## src/rtl/enable_map_if.sv

```systemverilog
// Signal bundle for enable_map: CPU bus, config switch and table write.
// Entry width grows by one write-protect bit when ENMAP_WP_EN is defined.
interface enable_map_if #(
    parameter int ADDR_W    = 16,
    parameter int PAGE_BITS = 4,
    parameter int CFG_W     = 2,
    parameter int N_CHAN    = 2
);
`ifdef ENMAP_WP_EN
    localparam int EW = N_CHAN + 1;
`else
    localparam int EW = N_CHAN;
`endif
    localparam int IDX_W = CFG_W + 2 + PAGE_BITS;

    logic [ADDR_W-1:0] address;
    logic              phi2;
    logic              rwbar;
    logic [N_CHAN-1:0] cs;
    logic              we;
    logic [CFG_W-1:0]  cfg_in;
    logic              cfg_req;
    logic              cfg_ack;
    logic [CFG_W-1:0]  cfg_active;
    logic              tbl_wr_en;
    logic [IDX_W-1:0]  tbl_wr_addr;
    logic [EW-1:0]     tbl_wr_data;
    logic              tbl_wr_ready;
    logic              wp_violation;
    logic              wp_clr;

    modport master (
        output address, phi2, rwbar, cfg_in, cfg_req,
        output tbl_wr_en, tbl_wr_addr, tbl_wr_data, wp_clr,
        input  cs, we, cfg_ack, cfg_active, tbl_wr_ready,
        input  wp_violation
    );

    modport slave (
        input  address, phi2, rwbar, cfg_in, cfg_req,
        input  tbl_wr_en, tbl_wr_addr, tbl_wr_data, wp_clr,
        output cs, we, cfg_ack, cfg_active, tbl_wr_ready,
        output wp_violation
    );
endinterface

```

## src/rtl/enable_map.sv

```systemverilog
// Table-driven chip-select decoder for the romulator, with config switching
// on phi2 falls and a host write port. Optional write protect: ENMAP_WP_EN.
module enable_map #(
    parameter int ADDR_W    = 16,
    parameter int PAGE_BITS = 4,
    parameter int SUB_BIT   = 11,
    parameter int CFG_W     = 2,
    parameter int N_CHAN    = 2
) (
    input logic         fpga_clk,
    input logic         rst_n,
    enable_map_if.slave bus
);
`ifdef ENMAP_WP_EN
    localparam int EW = N_CHAN + 1;
`else
    localparam int EW = N_CHAN;
`endif
    localparam int IDX_W = CFG_W + 2 + PAGE_BITS;
    localparam int DEPTH = 1 << IDX_W;

    typedef enum logic [1:0] {INIT, CAPTURE, RUN, PEND} state_t;

    state_t            state, state_nx;
    logic              s1, s, s_d;
    logic              fe;
    logic              run, capture, take_req, apply;
    logic [CFG_W-1:0]  cfg_pend;
    logic              hold_v;
    logic [IDX_W-1:0]  hold_addr;
    logic [EW-1:0]     hold_data;
    logic              accept, commit;
    logic [EW-1:0]     tbl [DEPTH];
    logic [IDX_W-1:0]  idx;
    logic [EW-1:0]     entry;
    logic              blk;
    logic              unused_in;

    // Bring phi2 into the fpga_clk domain and keep one stage of history.
    always_ff @(posedge fpga_clk or negedge rst_n) begin
        if (!rst_n) begin
            s1  <= 1'b0;
            s   <= 1'b0;
            s_d <= 1'b0;
        end else begin
            s1  <= bus.phi2;
            s   <= s1;
            s_d <= s;
        end
    end

    assign fe = s_d & ~s;

    // State register.
    always_ff @(posedge fpga_clk or negedge rst_n) begin
        if (!rst_n) state <= INIT;
        else        state <= state_nx;
    end

    // Next state: a request arriving with fe keeps us pending.
    always_comb begin
        state_nx = state;
        unique case (state)
            INIT:    state_nx = CAPTURE;
            CAPTURE: state_nx = RUN;
            RUN:     if (bus.cfg_req) state_nx = PEND;
            PEND:    if (fe && !bus.cfg_req) state_nx = RUN;
            default: state_nx = INIT;
        endcase
    end

    // Per-state strobes for the datapath.
    always_comb begin
        run      = 1'b0;
        capture  = 1'b0;
        take_req = 1'b0;
        apply    = 1'b0;
        unique case (state)
            INIT:    ;
            CAPTURE: capture = 1'b1;
            RUN: begin
                run      = 1'b1;
                take_req = bus.cfg_req;
            end
            PEND: begin
                run      = 1'b1;
                take_req = bus.cfg_req;
                apply    = fe;
            end
            default: ;
        endcase
    end

    // Active/pending config; the old pending value wins over a same-cycle request.
    always_ff @(posedge fpga_clk or negedge rst_n) begin
        if (!rst_n) begin
            bus.cfg_active <= '0;
            cfg_pend       <= '0;
            bus.cfg_ack    <= 1'b0;
        end else begin
            bus.cfg_ack <= apply & ~bus.cfg_req;
            if (capture)    bus.cfg_active <= bus.cfg_in;
            else if (apply) bus.cfg_active <= cfg_pend;
            if (take_req)   cfg_pend <= bus.cfg_in;
        end
    end

    assign accept = bus.tbl_wr_en & bus.tbl_wr_ready;
    assign commit = hold_v & ~s;

    // One-entry holding register; it drains while the bus is idle.
    always_ff @(posedge fpga_clk or negedge rst_n) begin
        if (!rst_n) begin
            bus.tbl_wr_ready <= 1'b0;
            hold_v           <= 1'b0;
            hold_addr        <= '0;
            hold_data        <= '0;
        end else begin
            if (capture) bus.tbl_wr_ready <= 1'b1;
            if (accept) begin
                hold_v           <= 1'b1;
                hold_addr        <= bus.tbl_wr_addr;
                hold_data        <= bus.tbl_wr_data;
                bus.tbl_wr_ready <= 1'b0;
            end else if (commit) begin
                hold_v           <= 1'b0;
                bus.tbl_wr_ready <= 1'b1;
            end
        end
    end

    // Table storage survives reset.
    always_ff @(posedge fpga_clk) begin
        if (commit) tbl[hold_addr] <= hold_data;
    end

    // Decode straight from the phi2 pin so bus timing has no clock latency.
    always_comb begin
        idx   = {bus.cfg_active, bus.rwbar, bus.address[SUB_BIT],
                 bus.address[ADDR_W-1 -: PAGE_BITS]};
        entry = tbl[idx];
`ifdef ENMAP_WP_EN
        blk   = entry[N_CHAN] & ~bus.rwbar;
`else
        blk   = 1'b0;
`endif
        bus.cs = '0;
        bus.we = 1'b0;
        if (bus.phi2 && run && !blk) begin
            bus.cs = entry[N_CHAN-1:0];
            bus.we = ~bus.rwbar;
        end
    end

`ifdef ENMAP_WP_EN
    logic re;
    assign re = s & ~s_d;

    // Sticky protect hit; a new hit beats a same-cycle clear.
    always_ff @(posedge fpga_clk or negedge rst_n) begin
        if (!rst_n)               bus.wp_violation <= 1'b0;
        else if (re && run && blk) bus.wp_violation <= 1'b1;
        else if (bus.wp_clr)       bus.wp_violation <= 1'b0;
    end

    assign unused_in = ^bus.address;
`else
    assign bus.wp_violation = 1'b0;
    assign unused_in = ^bus.address ^ bus.wp_clr;
`endif
endmodule

```

## src/flat_wrapper.sv

```systemverilog
// flat-port wrapper written by rule: the top's interface ports become plain ports
module enable_map_flat 
#(
    parameter int ADDR_W    = 16,
    parameter int PAGE_BITS = 4,
    parameter int SUB_BIT   = 11,
    parameter int CFG_W     = 2,
    parameter int N_CHAN    = 2
)
  (fpga_clk, rst_n, bus_address, bus_phi2, bus_rwbar, bus_cfg_in, bus_cfg_req, bus_tbl_wr_en, bus_tbl_wr_addr, bus_tbl_wr_data, bus_wp_clr, bus_cs, bus_we, bus_cfg_ack, bus_cfg_active, bus_tbl_wr_ready, bus_wp_violation);
  enable_map_if #(.ADDR_W(ADDR_W), .PAGE_BITS(PAGE_BITS), .CFG_W(CFG_W), .N_CHAN(N_CHAN)) bus_i ();
  input logic fpga_clk;
  input logic rst_n;
  input wire logic [$bits(bus_i.address)-1:0] bus_address;
  input wire logic [$bits(bus_i.phi2)-1:0] bus_phi2;
  input wire logic [$bits(bus_i.rwbar)-1:0] bus_rwbar;
  input wire logic [$bits(bus_i.cfg_in)-1:0] bus_cfg_in;
  input wire logic [$bits(bus_i.cfg_req)-1:0] bus_cfg_req;
  input wire logic [$bits(bus_i.tbl_wr_en)-1:0] bus_tbl_wr_en;
  input wire logic [$bits(bus_i.tbl_wr_addr)-1:0] bus_tbl_wr_addr;
  input wire logic [$bits(bus_i.tbl_wr_data)-1:0] bus_tbl_wr_data;
  input wire logic [$bits(bus_i.wp_clr)-1:0] bus_wp_clr;
  output wire logic [$bits(bus_i.cs)-1:0] bus_cs;
  output wire logic [$bits(bus_i.we)-1:0] bus_we;
  output wire logic [$bits(bus_i.cfg_ack)-1:0] bus_cfg_ack;
  output wire logic [$bits(bus_i.cfg_active)-1:0] bus_cfg_active;
  output wire logic [$bits(bus_i.tbl_wr_ready)-1:0] bus_tbl_wr_ready;
  output wire logic [$bits(bus_i.wp_violation)-1:0] bus_wp_violation;
  assign bus_i.address = bus_address;
  assign bus_i.phi2 = bus_phi2;
  assign bus_i.rwbar = bus_rwbar;
  assign bus_i.cfg_in = bus_cfg_in;
  assign bus_i.cfg_req = bus_cfg_req;
  assign bus_i.tbl_wr_en = bus_tbl_wr_en;
  assign bus_i.tbl_wr_addr = bus_tbl_wr_addr;
  assign bus_i.tbl_wr_data = bus_tbl_wr_data;
  assign bus_i.wp_clr = bus_wp_clr;
  assign bus_cs = bus_i.cs;
  assign bus_we = bus_i.we;
  assign bus_cfg_ack = bus_i.cfg_ack;
  assign bus_cfg_active = bus_i.cfg_active;
  assign bus_tbl_wr_ready = bus_i.tbl_wr_ready;
  assign bus_wp_violation = bus_i.wp_violation;
  enable_map #(.ADDR_W(ADDR_W), .PAGE_BITS(PAGE_BITS), .SUB_BIT(SUB_BIT), .CFG_W(CFG_W), .N_CHAN(N_CHAN)) u_core (.fpga_clk(fpga_clk), .rst_n(rst_n), .bus(bus_i));
endmodule
```

## config.mk

```make
export PLATFORM = sky130hd
export DESIGN_NAME = enable_map_flat
export DESIGN_NICKNAME = d
export VERILOG_FILES = /design/src/rtl/enable_map_if.sv /design/src/rtl/enable_map.sv /design/src/flat_wrapper.sv
export SDC_FILE = /design/constraint.sdc
export NUM_CORES = 1
export LEC_CHECK = 0
export ABC_CLOCK_PERIOD_IN_PS = 9400
export CAP_MARGIN = 20
export CELL_PAD_IN_SITES_DETAIL_PLACEMENT = 0
export CELL_PAD_IN_SITES_GLOBAL_PLACEMENT = 1
export CORE_MARGIN = 1
export CORE_UTILIZATION = 58
export DETAILED_ROUTE_END_ITERATION = 12
export GPL_ROUTABILITY_DRIVEN = 0
export PLACE_DENSITY = 0.92
export SETUP_SLACK_MARGIN = 0.15
export SYNTH_ARGS = -nofsm -noshare
export SYNTH_HDL_FRONTEND = slang
export SYNTH_SLANG_ARGS = --single-unit
```

## constraint.sdc

```tcl
create_clock -name fpga_clk -period 9.4 [get_ports fpga_clk]
set_clock_uncertainty 0.15 [all_clocks]
set_input_delay 0.94 -clock fpga_clk [delete_from_list [all_inputs] [get_ports fpga_clk]]
set_output_delay 0.94 -clock fpga_clk [all_outputs]
set_load 0.01 [all_outputs]
```

==> impl_metrics.py <==
metrics = {
    "drt": {
        "drc_errors": 0,
        "via_count": 12385,
        "post_drt_via_cell_ratio": 6.47,
        "routedWlPerCell_um": 25.7,
        "final_antenna_net_count": 0,
        "drt-pass1-iter-count": 5,
        "drt-initial-drc-count": 1629,
        "drt-total-wl_mm": 49.2,
    },
    "final_layout": {
        "final_cell_mix": "edfxtp_1, nor2_1, mux2i_1",
        "fin_area_um2": 24500,
        "final_nets": 1397,
        "area.growth.synth_to_final_pct": 9.89,
        "layout_commonest_cell": "edfxtp_1",
        "final_cells": 1913,
        "nFillCells": 2468,
        "diodes": 0,
        "layout-drive-gt1-share_pct": 14.0,
    },
    "status": {
        "status": "completed",
    },
    "sta": {
        "finalCritPeriodShare_pct": 64.6,
        "fmaxAchievable_mhz": 165,
        "finalSetupViolCount": 0,
        "hold_viol": 0,
        "finalSetupTns_ns": 0,
        "min_period_ns": 6.07,
        "slew_viol_final": 0,
        "tightest_slew_ns": 1.16,
        "rsz0062_at_grt": "no",
        "slew_headroom_pct": 22.3,
    },
    "logic_synthesis": {
        "synthFlopType": "edfxtp_1",
        "netlist_area_um2": 22300,
        "postSynthCellCount": 1363,
        "synth_edf_count": 512,
        "ys_types": 60,
        "yosysSeqAreaShare_pct": 71.4,
        "yosysTopAreaCell": "edfxtp_1",
        "yosys_register_bits": 534,
        "yosys_warnings": 0,
        "postSynthAreaPerCell_um2": 16.4,
        "synth_top_area_share_pct": 68.9,
        "synth-async-reset-ratio_pct": 4.12,
        "synth_nets": 1398,
        "synth_area_leaders": "edfxtp_1, mux4_2, nor2_1, mux2i_1, dfrtp_1",
    },
    "worst_hold_path": {
        "hold_class": "register to register",
        "min_from": "u_core.s1",
        "min_delay_path_depth": 0,
        "hold_end": "u_core.s",
    },
    "clock_tree": {
        "clk_pin_slew_worst_paths_ns": 0.06,
        "cts_htree_levels": 2,
        "clk_latency_ns": 0.58,
        "cts-root-buf": "clkbuf_16",
        "post_cts_buffers": 0,
        "clkSinkCount": 534,
        "cts_resized": 0,
        "cts_tree": "yes",
        "clockBufferDepth": 3,
        "cts_buffers": 50,
        "hold_buffers": 0,
    },
    "setup_path": {
        "required_ns": 8.31,
        "cp_max_fo": 50,
        "r2r_cells": 2,
        "timing.rr.start": "u_core.hold_data[1]",
        "r2r_setup_slack_ns": 6.30,
        "critPathCaptureType": "primary output",
        "cp.arrival_ns": 4.98,
        "worstSetupStartpointType": "input port",
        "crit_type": "input port to primary output",
        "regToRegEndpoint": "u_core.tbl[201][1]",
    },
    "placement": {
        "dp_hpwl_mm": 29.4,
        "place_area_um2": 22800,
        "io_buffers": 29,
        "dp_cells": 1820,
    },
    "die": {
        "fp.dieH_um": 198,
        "dieArea_um2": 39200,
        "fp.dieW_um": 198,
        "ios": 43,
        "fp.coreArea_um2": 37800,
        "start_util_pct": 59.1,
        "num_rows": 71,
    },
    "grt": {
        "grt_pass1_wl_mm": 74.5,
        "overflow": 0,
        "grt_start_max_net_pins": 131,
        "grt_pass1_vias": 12432,
        "grt_usage_pct": 25.9,
        "antenna_found_initial": 0,
    },
    "pwr": {
        "ir_drop_uv": 257,
        "p_per_area_nw_per_um2": 240,
        "power.leakage_nw": 7.71,
    },
    "job": {
        "drv_cap": 0,
    },
}
## where the power goes
group / switching (mW) / internal [mW] / leakage, nW
logic: 0.542 / 0.155 / 2.02
clock network: 0.854 / 1.21 / 0.829
registers: 0.131 / 2.99 / 4.86
total: 1.53 / 4.36 / 7.71
## cells in the mapped netlist (all sizes together) (6+ instances only)
master / count
a2111oi: 7
mux2: 20
nor3: 6
a22oi: 9
a211oi: 8
a21oi: 14
o22ai: 23
buf: 42
mux2i: 95
nand2b: 6
o221ai: 25
clkbuf: 58
nor2: 279
nand4: 15
dfrtp: 22
nand2: 33
edfxtp: 512
mux4: 84
nor2b: 11
nand3: 27
o21ai: 18
## routing by layer
layer  global-route usage, %  part of all wire (%)  routed length, um
met5                       0                     0                  0
met3                    5.65                    10               5000
met4                    8.79                   3.0               1480
met2                    42.3                    49              24200
met1                    34.9                    38              18500
## flip-flops by register name (all words and copies together), names as in the netlist
register,count
u_core.bus.tbl_wr_ready,1
u_core.bus.cfg_active,2
u_core.s,1
u_core.tbl,512
u_core.s1,1
u_core.bus.cfg_ack,1
u_core.state,2
u_core.hold_v,1
u_core.hold_data,2
u_core.s_d,1
u_core.hold_addr,8
u_core.cfg_pend,2
## how the worst max path moves through the flow
stage | slack (ns) | startpoint | depth (start not counted) | end
after floorplan | 5.27 | u_core.hold_data[0] | 0 | u_core.tbl[0][0]
after global placement | 3.40 | bus_address[13] | 10 | bus_cs[1]
after detailed placement | 3.39 | bus_address[13] | 10 | bus_cs[1]
after CTS | 3.35 | bus_address[13] | 10 | bus_cs[1]
after global routing | 3.26 | bus_address[13] | 10 | bus_cs[1]
final | 3.33 | bus_address[13] | 10 | bus_cs[1]
## logic make-up after synthesis
group / share of synthesized area (%)
muxes: 14.0
DFF: 71.4
buffers and inverters: 2.76
and+or+nand+nor: 7.69
other: 0.0168
AOI/OAI and AO/OA: 4.10
## cell type report
| type | count | area [um^2] | area share [%] |
|---|---|---|---|
| Timing Repair Buffer | 47 | 469 | 1.91 |
| Clock inverter | 27 | 332 | 1.35 |
| Clock buffer | 65 | 1360 | 5.54 |
| Tap cell | 511 | 639 | 2.61 |
| Sequential cell | 534 | 15900 | 65.0 |
| Multi-Input combinational cell | 725 | 5760 | 23.5 |
| Inverter | 4 | 15.0 | 0.0613 |
## critical path, stage by stage
cell and delay (ns):
buf_4 0.38, buf_4 0.59, buf_4 0.70, mux4_2 0.33, mux2_2 0.17, a22oi_1 0.10, a22oi_1 0.45, nand4_1 0.25
o22ai_1 0.37, clkdlybuf4s50_1 0.62
## stage by stage
step           utilization, %  hold WS, ns  worst slack (ns)  total power [mW]
3_3_place_gp             60.3        0.183              3.40              3.82
5_1_grt                  64.9        0.217              3.26              6.05
3_5_place_dp             60.4        0.190              3.39              3.84
2_1_floorplan               -        0.181              5.27              3.62
6_report                 64.9        0.201              3.33              5.88
4_1_cts                  64.8        0.204              3.35              5.88
Power figures use the tool's default switching activity.
